### src/rtl/game_sequencer.sv
// Play controller for the game plate: turns button pulses and a gravity
// timer into a strictly serialised opcode stream, follows each landing with
// Commit/Check/New, and keeps the cleared-line total and game-over status.

package game_sequencer_pkg;
    typedef enum logic [2:0] {
        eNop       = 3'd0,
        eNew       = 3'd1,
        eMoveLeft  = 3'd2,
        eMoveRight = 3'd3,
        eMoveDown  = 3'd4,
        eRotate    = 3'd5,
        eCommit    = 3'd6,
        eCheck     = 3'd7
    } opcode_e;
endpackage

module game_sequencer
    import game_sequencer_pkg::*;
#(
    parameter int height_p         = 32,
    parameter int gravity_period_p = 50000000,
    parameter int gap_p            = 2
) (
    input  logic                        clk_i,
    input  logic                        reset_n_i,
    input  logic                        start_i,
    input  logic                        pause_i,
    input  logic                        btn_left_i,
    input  logic                        btn_right_i,
    input  logic                        btn_rotate_i,
    input  logic                        btn_drop_i,
    output opcode_e                     opcode_o,
    output logic                        opcode_v_o,
    input  logic                        done_i,
    input  logic                        land_i,
    input  logic                        lose_i,
    input  logic [$clog2(height_p)-1:0] lines_i,
    input  logic                        lines_v_i,
    output logic [15:0]                 lines_total_o,
    output logic                        playing_o,
    output logic                        game_over_o
);

    localparam int lines_w_lp = $clog2(height_p);
    localparam int grav_w_lp  = $clog2(gravity_period_p);
    localparam int gap_w_lp   = $clog2(gap_p + 1);

    localparam logic [grav_w_lp-1:0] grav_last_lp = grav_w_lp'(gravity_period_p - 1);
    localparam logic [gap_w_lp-1:0]  gap_last_lp  = gap_w_lp'(gap_p - 1);

    localparam logic [2:0] st_idle  = 3'd0;
    localparam logic [2:0] st_issue = 3'd1;
    localparam logic [2:0] st_wait  = 3'd2;
    localparam logic [2:0] st_gap   = 3'd3;
    localparam logic [2:0] st_play  = 3'd4;
    localparam logic [2:0] st_over  = 3'd5;

    logic [2:0]           state_r;
    opcode_e              op_r;
    logic                 opcode_v_r;
    logic                 playing_r;
    logic                 game_over_r;
    logic                 land_r;
    logic                 from_drop_r;
    logic [gap_w_lp-1:0]  gap_cnt_r;
    logic [grav_w_lp-1:0] grav_cnt_r;
    logic [15:0]          lines_total_r;
    logic                 pend_left_r;
    logic                 pend_right_r;
    logic                 pend_rot_r;
    logic                 pend_drop_r;
    logic                 pend_grav_r;

    logic [2:0]           state_n_s;
    opcode_e              op_n_s;
    logic                 from_drop_n_s;
    logic                 start_s;
    logic                 playing_s;
    logic                 grav_wrap_s;
    logic                 refire_drop_s;
    logic                 clr_left_s;
    logic                 clr_right_s;
    logic                 clr_rot_s;
    logic                 clr_drop_s;
    logic                 clr_grav_s;
    logic                 any_pend_s;
    logic [16:0]          lines_sum_s;

    assign opcode_o      = op_r;
    assign opcode_v_o    = opcode_v_r;
    assign lines_total_o = lines_total_r;
    assign playing_o     = playing_r;
    assign game_over_o   = game_over_r;

    assign playing_s   = (state_r != st_idle) && (state_r != st_over);
    assign any_pend_s  = pend_drop_r | pend_grav_r | pend_rot_r | pend_left_r | pend_right_r;
    assign grav_wrap_s = (state_r == st_play) && !pause_i && (grav_cnt_r == grav_last_lp);
    assign lines_sum_s = {1'b0, lines_total_r} + {{(17 - lines_w_lp){1'b0}}, lines_i};

    // Next-state decode: request arbitration in PLAY and post-op follow-up in GAP.
    always_comb begin
        state_n_s     = state_r;
        op_n_s        = op_r;
        from_drop_n_s = from_drop_r;
        start_s       = 1'b0;
        refire_drop_s = 1'b0;
        clr_left_s    = 1'b0;
        clr_right_s   = 1'b0;
        clr_rot_s     = 1'b0;
        clr_drop_s    = 1'b0;
        clr_grav_s    = 1'b0;
        case (state_r)
            st_idle, st_over: begin
                if (start_i) begin
                    start_s   = 1'b1;
                    state_n_s = st_issue;
                    op_n_s    = eNew;
                end else begin
                    state_n_s = state_r;
                end
            end
            st_play: begin
                if (!pause_i && any_pend_s) begin
                    state_n_s = st_issue;
                    if (pend_drop_r) begin
                        op_n_s        = eMoveDown;
                        clr_drop_s    = 1'b1;
                        from_drop_n_s = 1'b1;
                    end else if (pend_grav_r) begin
                        op_n_s        = eMoveDown;
                        clr_grav_s    = 1'b1;
                        from_drop_n_s = 1'b0;
                    end else if (pend_rot_r) begin
                        op_n_s    = eRotate;
                        clr_rot_s = 1'b1;
                    end else if (pend_left_r) begin
                        op_n_s     = eMoveLeft;
                        clr_left_s = 1'b1;
                    end else begin
                        op_n_s      = eMoveRight;
                        clr_right_s = 1'b1;
                    end
                end else begin
                    state_n_s = st_play;
                end
            end
            st_issue: begin
                state_n_s = st_wait;
            end
            st_wait: begin
                if (done_i) begin
                    state_n_s = st_gap;
                end else begin
                    state_n_s = st_wait;
                end
            end
            st_gap: begin
                if (gap_cnt_r == gap_last_lp) begin
                    if (lose_i) begin
                        state_n_s = st_over;
                    end else if (op_r == eNew) begin
                        state_n_s = st_play;
                    end else if ((op_r == eMoveDown) && land_r) begin
                        state_n_s  = st_issue;
                        op_n_s     = eCommit;
                        clr_drop_s = 1'b1;
                    end else if ((op_r == eMoveDown) && from_drop_r) begin
                        // Hard drop keeps stepping down until the tile lands.
                        refire_drop_s = 1'b1;
                        state_n_s     = st_play;
                    end else if (op_r == eCommit) begin
                        state_n_s = st_issue;
                        op_n_s    = eCheck;
                    end else if (op_r == eCheck) begin
                        state_n_s = st_issue;
                        op_n_s    = eNew;
                    end else begin
                        state_n_s = st_play;
                    end
                end else begin
                    state_n_s = st_gap;
                end
            end
            default: begin
                state_n_s = st_idle;
            end
        endcase
    end

    // Control registers: state, opcode, one-cycle valid and status outputs.
    always_ff @(posedge clk_i or negedge reset_n_i) begin
        if (!reset_n_i) begin
            state_r     <= st_idle;
            op_r        <= eNop;
            opcode_v_r  <= 1'b0;
            playing_r   <= 1'b0;
            game_over_r <= 1'b0;
            land_r      <= 1'b0;
            from_drop_r <= 1'b0;
            gap_cnt_r   <= '0;
        end else begin
            state_r     <= state_n_s;
            op_r        <= op_n_s;
            opcode_v_r  <= (state_n_s == st_issue);
            playing_r   <= (state_n_s != st_idle) && (state_n_s != st_over);
            game_over_r <= (state_n_s == st_over);
            from_drop_r <= from_drop_n_s;
            if ((state_r == st_issue) && (op_r == eMoveDown)) begin
                land_r <= land_i;
            end
            if (state_r == st_wait) begin
                gap_cnt_r <= '0;
            end else if (state_r == st_gap) begin
                gap_cnt_r <= gap_cnt_r + gap_w_lp'(1);
            end
        end
    end

    // Sticky request flags: a new pulse wins over a same-cycle clear.
    always_ff @(posedge clk_i or negedge reset_n_i) begin
        if (!reset_n_i) begin
            pend_left_r  <= 1'b0;
            pend_right_r <= 1'b0;
            pend_rot_r   <= 1'b0;
            pend_drop_r  <= 1'b0;
            pend_grav_r  <= 1'b0;
        end else if (start_s) begin
            pend_left_r  <= 1'b0;
            pend_right_r <= 1'b0;
            pend_rot_r   <= 1'b0;
            pend_drop_r  <= 1'b0;
            pend_grav_r  <= 1'b0;
        end else begin
            pend_left_r  <= (pend_left_r  & ~clr_left_s)  | (btn_left_i   & playing_s);
            pend_right_r <= (pend_right_r & ~clr_right_s) | (btn_right_i  & playing_s);
            pend_rot_r   <= (pend_rot_r   & ~clr_rot_s)   | (btn_rotate_i & playing_s);
            pend_drop_r  <= (pend_drop_r  & ~clr_drop_s)  | (btn_drop_i   & playing_s) | refire_drop_s;
            pend_grav_r  <= (pend_grav_r  & ~clr_grav_s)  | grav_wrap_s;
        end
    end

    // Gravity timer: advances only in unpaused PLAY, restarts with each new tile.
    always_ff @(posedge clk_i or negedge reset_n_i) begin
        if (!reset_n_i) begin
            grav_cnt_r <= '0;
        end else if ((state_r == st_issue) && (op_r == eNew)) begin
            grav_cnt_r <= '0;
        end else if ((state_r == st_play) && !pause_i) begin
            grav_cnt_r <= grav_wrap_s ? '0 : grav_cnt_r + grav_w_lp'(1);
        end
    end

    // Cleared-line accumulator, saturating at all ones.
    always_ff @(posedge clk_i or negedge reset_n_i) begin
        if (!reset_n_i) begin
            lines_total_r <= 16'h0000;
        end else if (start_s) begin
            lines_total_r <= 16'h0000;
        end else if (lines_v_i) begin
            lines_total_r <= lines_sum_s[16] ? 16'hFFFF : lines_sum_s[15:0];
        end
    end

endmodule

### config.mk
export PLATFORM = sky130hd
export DESIGN_NAME = game_sequencer
export DESIGN_NICKNAME = d
export VERILOG_FILES = /design/src/rtl/game_sequencer.sv
export SDC_FILE = /design/constraint.sdc
export NUM_CORES = 1
export LEC_CHECK = 0
export CORE_MARGIN = 3
export CORE_UTILIZATION = 40
export DETAILED_ROUTE_END_ITERATION = 8
export HOLD_SLACK_MARGIN = 0.1
export PLACE_DENSITY = 0.63
export SKIP_LAST_GASP = 1
export SLEW_MARGIN = 20
export SYNTH_ARGS = -nofsm -noshare
export SYNTH_HDL_FRONTEND = slang
export SYNTH_SLANG_ARGS = --single-unit
export TNS_END_PERCENT = 100
### constraint.sdc
create_clock -name clk_i -period 4.8 [get_ports clk_i]
set_input_delay 0.96 -clock clk_i [delete_from_list [all_inputs] [get_ports clk_i]]
set_output_delay 0.96 -clock clk_i [all_outputs]
set_load 0.02 [all_outputs]
# Word level (Yosys, flattened, before mapping)
# Cells that the tools add are included.
# totals
mem_bits_rw	0
memories	0
word_cells	161
mem_bits_ro	0
in_bits	17
latch_bits	0
regBits	60
output_inout_bits	22
# classes
n_eq_ne	22
n_mul	0
mux	76
n_reduce_logical	21
shift	0
bitwise_logic	24
magnitude_cmp	0
n_addsub	3
div_mod_pow	0
# ops
cell	n
two-way mux 26 bit	3
two-way mux 3 bit	21
two-way mux 16 bit	3
two-way mux 1 bit	44
adder 26 x 1 -> 26 bit (second input constant)	1
equality test 26 bit (second input constant)	1
equality test 3 bit (second input constant)	6
adder 16 x 5 -> 17 bit	1
one-hot mux 3 bit (5 select lines)	1
inequality test 2 bit (second input constant)	5
bitwise OR 1 bit	10
bitwise AND 1 bit	9
equality test 3 x 1 -> 1 bit (second input constant)	3
logical AND 1 bit	9
inequality test 3 bit (second input constant)	3
one-hot mux 3 bit (3 select lines)	1
nonzero test 3 bit	3
AND reduction 8 bit	1
nonzero test 2 bit	4
equality test 3 x 2 -> 1 bit (second input constant)	2
NOT 1 bit	5
two-way mux 2 bit	2
inequality test 4 bit (second input constant)	1
zero test 3 bit	1
other kinds (6)	6

# Logic depth before layout (Yosys ltp)
# Gate-level depths: netlist (run 1).
# depth
ltp_word	12
mapped_depth	7
ltp_nobuf	7

# Worst setup path before layout (run 1)
# No wires, ideal clock.
# synth_path
path_kind	input-to-reg
startpoint	input port lines_i[0]
endpoint	register lines_total_r[15] (netlist: lines_total_o[15])
path_stages	7
t_arrival_ns	2.723
setup_slack_ns	1.956
setup_time_ns	0.120
t_required_ns	4.680
path_buffers	0
path_cell_list	ha_1 -> fa_1 -> a21oi_1 -> a2bb2oi_1 -> nor3_1 -> or4_1 -> o211a_1
# synth_between
elab_chain_len	4
# synth_rtl
item	line_no	rtl
start: declaration	38	input logic [$clog2(height_p)-1:0] lines_i,
adder 16 x 5 -> 17 bit	99	assign lines_sum_s = {1'b0, lines_total_r} + {{(17 - lines_w_lp){1'b0}}, lines_i};
two-way mux 16 bit	261	lines_total_r <= lines_sum_s[16] ? 16'hFFFF : lines_sum_s[15:0];
two-way mux 16 bit	260	end else if (lines_v_i) begin
two-way mux 16 bit	258	end else if (start_s) begin
end signal: assignment	261	
end: declaration	68	logic [15:0] lines_total_r;
# No other way between the ends. The select of a mux whose other input is x is not followed.
# A chain may end at the register's enable or synchronous reset.

# Worst setup path in the final report (run 1)
# Same ends and word-level chain as after synthesis.

==> results of run 1 <==
## power by group through the flow
stage	sequential, mW	clock, mW	combinational (mW)
2_1_floorplan	0.737	0	0.472
3_3_place_gp	0.721	0	0.722
3_5_place_dp	0.724	0	0.724
4_1_cts	0.716	0.481	0.728
5_1_grt	0.735	0.505	0.800
6_report	0.717	0.469	0.724
## state kept, by name, indices dropped and copies added (netlist names), 2 cells and up
| register | cells |
|---|---|
| opcode_o | 3 |
| grav_cnt_r | 26 |
| state_r | 3 |
| lines_total_o | 16 |
| gap_cnt_r | 2 |
## per-layer routing
layer  vias to the layer above  routed length [um]
li1                       1398                   -
met1                      1365                3830
met2                        50                3560
met3                         8                 283
met4                         0                  92
met5                         -                   0
## logic make-up after synthesis
| group | count (synthesis) |
|---|---|
| adders and majority gates | 8 |
| and+or+nand+nor | 146 |
| AOI/OAI and AO/OA | 93 |
| xor gates and xnor gates | 19 |
| muxes | 7 |
| DFF | 60 |
| buffers and inverters | 21 |
## worst register-to-register path, delay by kind of cell, from the launching register on
kind,cells,cell delay (ns)
AOI/OAI and AO/OA,3,0.71
adders and majority gates,2,0.66
DFF,1,0.40
and+or+nand+nor,2,0.61
## path summary, 6_finish.rpt
path | to | cells past startpoint | start | slack [ns]
worst max-delay path | lines_total_o[15] | 8 | lines_i[0] | 1.67
worst min-delay path | grav_cnt_r[22] | 1 | grav_cnt_r[22] | 0.49
worst max register to register | lines_total_o[15] | 7 | lines_total_o[0] | 2.32
worst min register to register | grav_cnt_r[22] | 1 | grav_cnt_r[22] | 0.49
max in group asynchronous | grav_cnt_r[10] | 2 | reset_n_i | 3.27
min in group asynchronous | lines_total_o[2] | 1 | reset_n_i | 0.65
## stage by stage
step	setup WS [ns]	instances	utilization (%)	power, mW	hold slack, ns
final	1.67	501	50.8	1.91	0.488
after global routing	1.49	501	50.8	2.04	0.516
after CTS	1.70	501	50.8	1.93	0.485
after detailed placement	1.34	486	48.3	1.45	0.472
after global placement	1.39	486	48.3	1.44	0.476
after floorplan	1.96	354	-	1.21	0.443
## area by class of cell
cell class / count / share of cell area [%]
clock buffer: 14 / 4.27
clock inverter: 1 / 0.742
inverter: 10 / 0.927
multi-input combinational: 273 / 44.0
sequential: 60 / 37.1
tap: 102 / 3.15
timing repair buffer: 41 / 9.83
## cell usage in the layout (no fill, tap or decap), drive strengths merged, types with 9 or more instances in the layout
cell type and count:
a21oi 16, a31oi 17, and3 10, clkbuf 14
clkdlybuf4s50 37, dfrtp 60, inv 10, nand2 28
nand3 17, nor2 38, nor3 10, o21ai 20
xnor2 10, xor2 9
==> impl_results.md, run 1 <==
- Outcome: finished clean
- Combinational power share: a little under two fifths
- Largest net degree at the start of global routing: 33
- Via count: roughly 2800
- Global-route met2 utilization: 26.2%
- Final hold vios: 0
- Sequential cell area fraction in the yosys report: between 40% and 50%
- Routed length per instance: about 15 um
- Final instance area: a little over 4000 sq um
- M1 GR Usage: 24.4%
- Startpoint Class: input pin
- Ys Warns: 0
- Lkg Pwr: roughly 1.7 nW
- Total congestion overflow: 0
- Avg Vias per Cell: between 5 and 6
- Area of the multi-input gates: roughly 1800 sq um
- Crit path DAT: approximately 3.4 ns
- Hold Crit Class: flip-flop to flip-flop
- GRT Total Usage: roughly 17%
- Max Fclk: around 320 MHz
- Max Cap Viol: 0
- Psw: 0.708 mW
- Vias in the first global route: just under 3000
- CP max FO: 5
- Min cycle time layout: 3.13 ns
- Routed WL: 7760 um
- Largest delay share family, worst path: compound AO/OA/AOI/OAI gates
- First-pass GRT wire length: ~14000 um
- Register Area: ~1500 sq um
- Crit Path Category: input pin to flip-flop
- Yosys reg bits: 60
- Layout cell share with drive strength beyond 1: approximately 8%
- Dominant cell type by area after synthesis: dfrtp_1
- Top-area cell type share of the netlist area: 44.4%
- # setup viols final: 0
- Initial Utilization: a little over two fifths
- CTS HTree Levels: 3
- Detailed-placement wirelength estimate: 5340 um
- I/O pin cnt: 39
- Cell Int Power: around 1.2 mW
- TritonCTS Sinks: 60
- Setup_tns: 0 ns
- Sequential power share: between 30% and 40%
- Main flop type after synthesis: dfrtp_1
- TritonCTS clock tree: built
- Core area: ~8000 sq um
- First-iteration detailed-routing DRC count: 134
- Drt drc: 0
- Clock power frac: approximately 25%
- Die span in y: 97.9 um
- Slowest CP cell: fa_1
- Setup Buffers After CTS: 0
- Gp weighted congestion: between 0.8 and 0.9
- Worst Path Buf+Inv: 1
- ANT nets after route: 0
- Final period utilization: roughly 65%
- Area of the die: roughly 9600 sq um
- Hold_buf cts: 0
- Clock slew at reported path FFs: approximately 0.070 ns
- Post-Syn Instances: ~350
- Pwr Density: approximately 470 nW/um^2
- Switching share of power: roughly 37%
- Slew margin rel.: 47.0%
- Fin. max-slew vios: 0
- Post-DP Area: between 3000 and 4000 sq um
- Main combinational cell family by area after synthesis: simple AND/OR/NAND/NOR gates
- Data required time of the worst path: 5.03 ns
- NumNets Final: 420
- Crit. End Element: flip-flop
- Post-Syn Area: 3380 sq um
- Peak supply drop: between 0.2 and 0.25 mV
- Critical-path cell list: clkdlybuf4s50_1, ha_1, fa_1, a21oi_1, a2bb2oi_1, nor3_1, or4_1, o211a_1
- CTS max path bufs: 2
- GRT busiest layer: met2
- Max Clock Skew: approximately 0.0099 ns
- I/O Buffers: 38
- Net Count, Synth: between 300 and 400
- Most frequent cell after synthesis: dfrtp_1
- Antenna Cells: 0
- Number of enable flip-flop cells after synthesis: 0
- Synth Area in Adders: 3.19%
- Synth cell count leaders: dfrtp_1, nor2_1, nand2_1
- Largest cells by area after synthesis: dfrtp_1, nor2_1, a31oi_1
- Fraction of registers with async set/reset: 100%
- Gates resized, CTS repair: 0
- Clk_lat worst skew: roughly 0.33 ns
- RSZ-0062 raised after global routing: false
- Met3 GRT Util: under 10%
- P&R area growth vs syn: 19.8%
- Multiplexer area fraction after synthesis: 2.59%
- TritonCTS Buffers: 9
- Synth Area in XOR/XNOR: approximately 4.9%
- Row cnt: 32
- Simple-Gate Fraction of Synth Area: about 23%
- Max incr delay on CP: between 0.4 and 0.5 ns
- Die X: 97.9 um
- Mean area per synthesized cell: 9.54 sq um
- First drt pass iteration count: 4
- Least-Margin Pin Slew: between 0.7 and 0.8 ns
- Root Buffer: clkbuf_8
- Filler cell count: 741
- Synth Area in Compound Gates: between 10% and 20%
- Synth unique cells: 65
- Initial antenna violation count: 0
Note: power is estimated with default switching activity, not from simulation.
==> inputs of run 2 (changes only) <==
==> constraint.sdc (replaced) <==
create_clock -name clk_i -period 2.9 [get_ports clk_i]
set_input_delay 0.58 -clock clk_i [delete_from_list [all_inputs] [get_ports clk_i]]
set_output_delay 0.58 -clock clk_i [all_outputs]
set_load 0.02 [all_outputs]
==> run 2 against run 1 <==
Net effect: non-clock buffer count up 15; first-iteration DRC count up 10%; critical path depth up 1; core utilization up 1.0 points; power up 65%; sequential cell count unchanged; routed wire length up 3.8%; worst setup slack worse by 1.3 ns; combinational power up 78%; highest routed layer unchanged.
==> impl_results.md, run 2 (same netlist as run 1, synthesis figures left out) <==
- Reg2Reg Launch Point: state_r[1] (was lines_total_o[0])
- # setup viols final: 0 (unchanged)
- Pwr Density: 761 nW/um^2 (was 472 nW/um^2)
- Die X: 97.9 um (unchanged)
- Clock slew at reported path FFs: 0.06 ns (was 0.07 ns)
- RSZ-0062 raised after global routing: false (unchanged)
- CP endpoint: lines_total_o[7] (was lines_total_o[15])
- Number of flip-flops in the largest register: 26 (unchanged)
- CTS max path bufs: 2 (unchanged)
- TritonCTS Buffers: 9 (unchanged)
- Max incr delay on CP: 0.46 ns (was 0.42 ns)
- Drt drc: 0 (unchanged)
- P&R area growth vs syn: 22.2% (was 19.8%)
- Root Buffer: clkbuf_8 (unchanged)
- Routed WL: 8060 um (was 7760 um)
- Final instance area: 4130 sq um (was 4050 sq um)
- Startpoint Class: input pin (unchanged)
- CP Depth: 9 (was 8)
- Largest Register: grav_cnt_r (unchanged)
- I/O Buffers: 38 (unchanged)
- Routed length per instance: 15.6 um (was 15.5 um)
- Initial antenna violation count: 0 (unchanged)
- First-iteration detailed-routing DRC count: 148 (was 134)
- Initial Utilization: 42.4% (unchanged)
- Hold Crit Class: flip-flop to flip-flop (unchanged)
- Largest net degree at the start of global routing: 35 (was 33)
- Area of the die: 9580 sq um (unchanged)
- Crit Path Category: input pin to flip-flop (unchanged)
- Worst Path Buf+Inv: 2 (was 1)
- Final hold vios: 0 (unchanged)
- Filler cell count: 751 (was 741)
- Vias in the first global route: 2858 (was 2940)
- R2R Setup Slk: 0.58 ns (was 2.32 ns)
- TritonCTS clock tree: built (unchanged)
- Critical-path cell list: clkdlybuf4s50_1, ha_1, fa_1, a21oi_1, a2bb2oi_1, buf_4, or3_1, and3_1, a311oi_1 (was clkdlybuf4s50_1, ha_1, fa_1, a21oi_1, a2bb2oi_1, nor3_1, or4_1, o211a_1)
- Max Fclk: 394 MHz
- Crit path DAT: 2.76 ns (was 3.35 ns)
- I/O pin cnt: 39 (unchanged)
- Area of the multi-input gates: 1780 sq um (unchanged)
- Antenna Cells: 0 (unchanged)
- Detailed-placement wirelength estimate: 5730 um (was 5340 um)
- Core area: 7970 sq um (unchanged)
- TritonCTS Sinks: 60 (unchanged)
- CP max FO: 4 (was 5)
- Data required time of the worst path: 3.12 ns (was 5.03 ns)
- NumNets Final: 435 (was 420)
- Crit. End Element: flip-flop (unchanged)
- Min cycle time layout: around 2.5 ns
- Least-Margin Pin Slew: 0.661 ns (was 0.794 ns)
- Clk_lat worst skew: 0.34 ns (was 0.33 ns)
- Layout cell share with drive strength beyond 1: 11.1% (was 8.02%)
- Slew margin rel.: 55.6% (was 47.0%)
- Max Clock Skew: 0.0145 ns (was 0.00991 ns)
- Gates resized, CTS repair: 0 (unchanged)
- Max Cap Viol: 0 (unchanged)
- Final period utilization: roughly 87%
- Slowest CP cell: clkdlybuf4s50_1 (was fa_1)
- Avg Vias per Cell: 5.67 (was 5.63)
- Total congestion overflow: 0 (unchanged)
- Die span in y: 97.9 um (unchanged)
- Via count: 2928 (was 2821)
- Largest delay share family, worst path: buffers and inverters (was compound AO/OA/AOI/OAI gates)
- Cells on worst reg2reg path: 5 (was 7)
- Fin. max-slew vios: 0 (unchanged)
- ANT nets after route: 0 (unchanged)
- Gp weighted congestion: 0.846 (was 0.872)
- Register Area: 1500 sq um (unchanged)
- GRT Total Usage: 17.5% (about the same)
- First drt pass iteration count: 4 (unchanged)
- Post-DP Area: 3950 sq um (was 3840 sq um)
- Outcome: finished clean (unchanged)
- Most common cell after layout, fill and taps aside: dfrtp_1 (unchanged)
- Setup_tns: 0 ns (unchanged)
- Worst setup path startpoint: lines_i[0] (unchanged)
- CTS HTree Levels: 3 (unchanged)
- Most frequent cells in the layout: dfrtp_1, nor2_1, clkdlybuf4s50_1 (unchanged)
- First-pass GRT wire length: 13700 um (was 13800 um)
- Row cnt: 32 (unchanged)
- Lkg Pwr: 1.76 nW (was 1.70 nW)
- Peak supply drop: 0.465 mV (was 0.202 mV)
- R2r endpoint: opcode_o[0] (was lines_total_o[15])
[run 2: cell types whose count changed in the layout (fill, tap and decap cells not counted)]
cell,change
buf_4,+14
clkbuf_8,-1
clkinv_2,+2
bufinv_16,-1
dlygate4sd3_1,+1
[run 2: cell type report]
cell class	instances	share of cell area, %
repair buffers	56	12.4
multi-input cells	273	43.1
well taps	102	3.09
inverters	10	0.909
clock inverters	2	0.242
clock buffers	13	3.85
flip-flops and latches	60	36.4
[run 2: worst min-delay path by stage]
stage	from	endpoint	cells after the start
after detailed placement	reset_n_i	lines_total_o[2]	1
after CTS	grav_cnt_r[25]	grav_cnt_r[25]	1
after floorplan	reset_n_i	from_drop_r	0
after global routing	grav_cnt_r[25]	grav_cnt_r[25]	1
after global placement	reset_n_i	lines_total_o[2]	1
final	grav_cnt_r[25]	grav_cnt_r[25]	1
[run 2: layer usage]
metal	GRT usage [%]	wire length [um]	vias up
met5	0	0	-
li1	-	-	1429
met2	26.2	3710	52
met1	24.8	3960	1438
met3	4.50	330	9
met4	5.32	61	0
[run 2: stage by stage]
| step | utilization (%) | total power, mW | hold slack [ns] | std cells | setup slack (ns) |
|---|---|---|---|---|---|
| final | 51.8 | 3.14 | 0.502 | 516 | 0.364 |
| after global routing | 51.8 | 3.36 | 0.530 | 516 | 0.230 |
| after CTS | 51.8 | 3.17 | 0.499 | 516 | 0.378 |
| after detailed placement | 49.6 | 2.47 | 0.463 | 500 | 0.0325 |
| after global placement | 49.6 | 2.44 | 0.456 | 500 | 0.0950 |
| after floorplan | - | 2.00 | 0.284 | 354 | 0.436 |
[run 2: repair_timing]
action                    4_1_cts  5_1_grt
hold endpoints to repair        6        0
buffers inserted                0        0
hold buffers                    1        0
[run 2: report_power, final]
group / leakage [nW] / switching, mW / internal, mW
registers: 0.785 / 0.173 / 0.993
clock network: 0.0893 / 0.333 / 0.350
logic: 0.888 / 0.704 / 0.588
